--- src/rtl/vram_write_queue.sv ---
// vram_write_queue: FIFO of CPU stores to the screen window (0x4000-0x5FFF) feeding the shared VRAM write port.
// Ports: clk/reset (async, active-high); cpu_wren/cpu_addr/cpu_din store in, cpu_stall when the queue is full;
// vram_wren/vram_waddr/vram_wdata present the head entry until vram_wrack pops it; level/empty report occupancy.
module vram_write_queue #(
    parameter int DEPTH = 8
) (
    input  logic                     clk,
    input  logic                     reset,
    input  logic                     cpu_wren,
    input  logic [14:0]              cpu_addr,
    input  logic [15:0]              cpu_din,
    output logic                     cpu_stall,
    output logic                     vram_wren,
    output logic [13:0]              vram_waddr,
    output logic [15:0]              vram_wdata,
    input  logic                     vram_wrack,
    output logic [$clog2(DEPTH):0]   level,
    output logic                     empty
);
    localparam int AW = $clog2(DEPTH);
    localparam logic [AW:0] FULL_LEVEL = (AW + 1)'(DEPTH);
    logic [AW:0] wptr, rptr;
    logic [13:0] addr_mem [DEPTH];
    logic [15:0] data_mem [DEPTH];
    logic hit, full, push, pop;
    // Pointers carry one extra bit so that full and empty are distinguishable.
    assign level      = wptr - rptr;
    assign empty      = level == '0;
    assign full       = level == FULL_LEVEL;
    assign hit        = cpu_addr[14:13] == 2'b10;
    assign cpu_stall  = cpu_wren & hit & full;
    assign push       = cpu_wren & hit & !full;
    assign vram_wren  = !empty;
    assign pop        = vram_wren & vram_wrack;
    // Storage is never reset, so the head is masked to keep the outputs at zero while empty.
    assign vram_waddr = empty ? '0 : addr_mem[rptr[AW-1:0]];
    assign vram_wdata = empty ? '0 : data_mem[rptr[AW-1:0]];
    always_ff @(posedge clk or posedge reset) begin
        if (reset) begin
            wptr <= '0;
            rptr <= '0;
        end else begin
            if (push) wptr <= wptr + (AW + 1)'(1);
            if (pop) rptr <= rptr + (AW + 1)'(1);
        end
    end
    always_ff @(posedge clk) begin
        if (push) begin
            addr_mem[wptr[AW-1:0]] <= {1'b0, cpu_addr[12:0]};
            data_mem[wptr[AW-1:0]] <= cpu_din;
        end
    end
endmodule

--- config.mk ---
export PLATFORM = sky130hd
export DESIGN_NAME = vram_write_queue
export DESIGN_NICKNAME = d
export VERILOG_FILES = /design/src/rtl/vram_write_queue.sv
export SDC_FILE = /design/constraint.sdc
export NUM_CORES = 1
export LEC_CHECK = 0
export CORE_MARGIN = 2
export CORE_UTILIZATION = 58
export CTS_CLUSTER_DIAMETER = 60
export DETAILED_ROUTE_END_ITERATION = 6
export PLACE_DENSITY = 0.79
export SYNTH_ARGS = -nofsm -noshare
export SYNTH_HDL_FRONTEND = slang
export SYNTH_SLANG_ARGS = --single-unit
--- constraint.sdc ---
create_clock -name clk -period 5.3 [get_ports clk]
set_input_delay 1.06 -clock clk [delete_from_list [all_inputs] [get_ports clk]]
set_output_delay 1.06 -clock clk [all_outputs]
set_load 0.03 [all_outputs]
==> impl_metrics.toml <==
[outcome]
status = "completed"

[sta]
rsz0062_at_grt = "false"
fmax_mhz = 214
fin_hold_ws_ns = 0.530
period_minus_slack_ns = 4.68
fin_crit_sh_pct = 88.2
final_hold_viol_count = 0
setup_viol_count_final = 0
relSlewSlack_pct = 26.0
tns_ns = 0
drv_slew = 0
finClkSkew_ns = 0.0132
worstMarginPinSlew_ns = 1.11

[pwr]
p_leak_nw = 3.61
power_density_mw_per_mm2 = 605
ir_drop_v = 0.000462

[synthesis]
synth_edf_count = 232
synth_commonest_cells = "232 x edfxtp_1, 62 x nand2_1, 58 x mux4_2, 33 x a21oi_1, 14 x clkbuf_1"
synth-seq-cells = 240
syn_area_sq_mm = 0.00935
synthArstFlopShare_pct = 3.33
seq_area_frac_synth_pct = 76.7
synth.most_common_cell = "edfxtp_1"
netlist.area_leader.share_pct = 74.5
ys_warn_count = 0
synthCells = 470
synth_largest_area_cell = "edfxtp_1"
ys.flop_type = "edfxtp_1"
synthDistinctLibCells = 29
synth_nets = 511
synth_area_per_cell_sq_um = 19.9
synth.area.top_cells = "edfxtp_1 75%, mux4_2 14%, nand2_1 2.5%"

[detailed_routing]
drcViolationCount = 0
drt_iter0_markers = 335
post_drt_wl_per_cell_um = 23.1
dr_total_vias = 4662
vias_per_cell = 5.92
routed_wl_mm = 18.1
ant_nets = 0
dr.pass1.iters = 5

[flow_run]
maxCapViolCount = 0

[floorplan]
fp-row-count = 46
start_util_pct = 59.1
dieWidth_um = 131
core_sq_mm = 0.0158
die_area_sq_mm = 0.0172
die_height_um = 131
io_pins = 72

[worst_setup_path]
r2r-start = "wptr[0]$_DFFE_PP0P_"
worstPathArrival_ns = 3.62
r2r-end = "addr_mem[2][7]$_DFFE_PP_"
worstPathRequired_ns = 4.24
critPathCaptureType = "primary output"
startpoint = "wptr[0]$_DFFE_PP0P_"
cp_cell_sequence = "inv_1 > ha_1 > inv_1 > fa_1 > xor2_1 > or3_1 > nor3_4 > buf_4 > a21oi_1 > clkdlybuf4s50_1"
critPathMaxStageDelay_ns = 0.63
crit_end = "vram_waddr[10]"
worstPathMaxFanout = 32
critPathLaunchType = "register"
reg2regPathDepth = 9
worst_path_most_repeated_cell = "inv_1"
r2r_slack_ns = 1.84
critPathKind = "register to primary output"
crit_slowest_cell = "clkdlybuf4s50_1"

[clock_tree]
clk-insertion-delay-late_ns = 0.52
cts_buffers = 24
postCtsSetupRepairBufs = 0
cts_hold_repair.buffers = 0
cts_root_buf = "clkbuf_16"
clk_path_buf_depth = 3
htreeDepth = 1
clock_sinks = 240
cts_resized = 0
cts_tree = "yes"
clk_pin_slew_worst_paths_ns = 0.06

[place]
gp_congestion = 0.811
hpwl_mm = 9.51
io_buffers = 70

[global_routing]
grt_pass1_vias = 4886
grt_usage_pct = 22.4
grt_max_degree = 62
grt_pass1_wl_mm = 27.7
antenna_found_initial = 0
grt_overflow = 0

[hold_path]
min_path_type = "register to register"

[final_layout]
drive_above_1_share_pct = 21.0
area_delta_synth_final_pct = 19.0
diodes = 0
finalNetCount = 594
fill_cells = 986
## cell families after synthesis
| logic type | after synthesis | share of synthesized area, % |
|---|---|---|
| flops | 240 | 76.7 |
| buf+inv | 31 | 1.41 |
| simple gates | 88 | 4.06 |
| other cells | 1 | 0.0401 |
| fa+ha+maj | 6 | 0.883 |
| compound gates | 36 | 1.99 |
| mux | 60 | 14.2 |
| xor+xnor | 8 | 0.749 |
## sequential cells by signal (all words and copies together), names as in the netlist
signal	flops
data_mem	128
addr_mem	104
wptr	4
rptr	4
## worst min path at each step
stage                        start             endpoint  slack (ns)  cells after the start
6_report       rptr[3]$_DFFE_PP0P_  rptr[3]$_DFFE_PP0P_        0.53                      1
5_1_grt        rptr[3]$_DFFE_PP0P_  rptr[3]$_DFFE_PP0P_        0.57                      1
4_1_cts        rptr[3]$_DFFE_PP0P_  rptr[3]$_DFFE_PP0P_        0.53                      1
3_5_place_dp   rptr[3]$_DFFE_PP0P_  rptr[3]$_DFFE_PP0P_        0.52                      1
3_3_place_gp   rptr[3]$_DFFE_PP0P_  rptr[3]$_DFFE_PP0P_        0.52                      1
2_1_floorplan  rptr[3]$_DFFE_PP0P_  rptr[3]$_DFFE_PP0P_        0.50                      1
## worst max-delay path, delay by kind of cell, from the launching register on
family	cells	cell delay, ns
buffers and inverters	4	1.24
flip-flops	1	0.40
XOR/XNOR	1	0.17
AND/OR/NAND/NOR	2	0.56
AO/OA/AOI/OAI	1	0.14
adder cells (fa/ha/maj)	2	0.56
## placed cells by master (no fill, tap or decap), types with 3 or more instances in the layout
| cell type | n |
|---|---|
| dfrtp_1 | 6 |
| edfxtp_1 | 232 |
| clkbuf_1 | 9 |
| a21oi_1 | 32 |
| buf_4 | 14 |
| nor2_4 | 5 |
| clkdlybuf4s50_1 | 67 |
| inv_1 | 6 |
| clkbuf_16 | 24 |
| clkinv_2 | 4 |
| nand3_1 | 3 |
| nor2_1 | 3 |
| mux4_2 | 58 |
| ha_1 | 5 |
| nand2_1 | 62 |
| xnor2_1 | 6 |
## through the flow
stage	std cells	utilization [%]	setup WS (ns)	instance area, sq um	power (mW)
CTS	787	70.3	0.632	11100	6.76
global placement	743	65.4	1.24	10400	5.08
floorplan	470	-	0.313	9350	4.14
finish	787	70.3	0.625	11100	6.72
global route	787	70.3	0.463	11100	7.00
detailed placement	743	65.4	1.19	10400	5.13
## area by class of cell
class,count,area (sq um),area share (%)
flip-flops and latches,240,7170,64.5
multi-input cells,199,2110,19.0
repair buffers,81,776,6.98
clock buffers,34,648,5.83
well taps,216,270,2.43
clock inverters,10,119,1.07
inverters,7,26.3,0.236
## power breakdown
group / switching [mW] / leakage (nW) / internal [mW] / total (mW)
Sequential: 0.0561 / 2.18 / 2.20 / 2.26
Clock: 0.687 / 0.372 / 0.957 / 1.64
Combinational: 1.66 / 1.06 / 1.16 / 2.82
Total: 2.40 / 3.61 / 4.32 / 6.72
## metal layers
metal	vias up	routed length [um]	GRT usage, %
met5	-	0	0
met4	0	450	7.76
met3	38	1120	4.36
met2	191	9240	37.3
met1	2391	7330	30.1
li1	2042	-	-
Note: power is estimated with default switching activity, not from simulation.
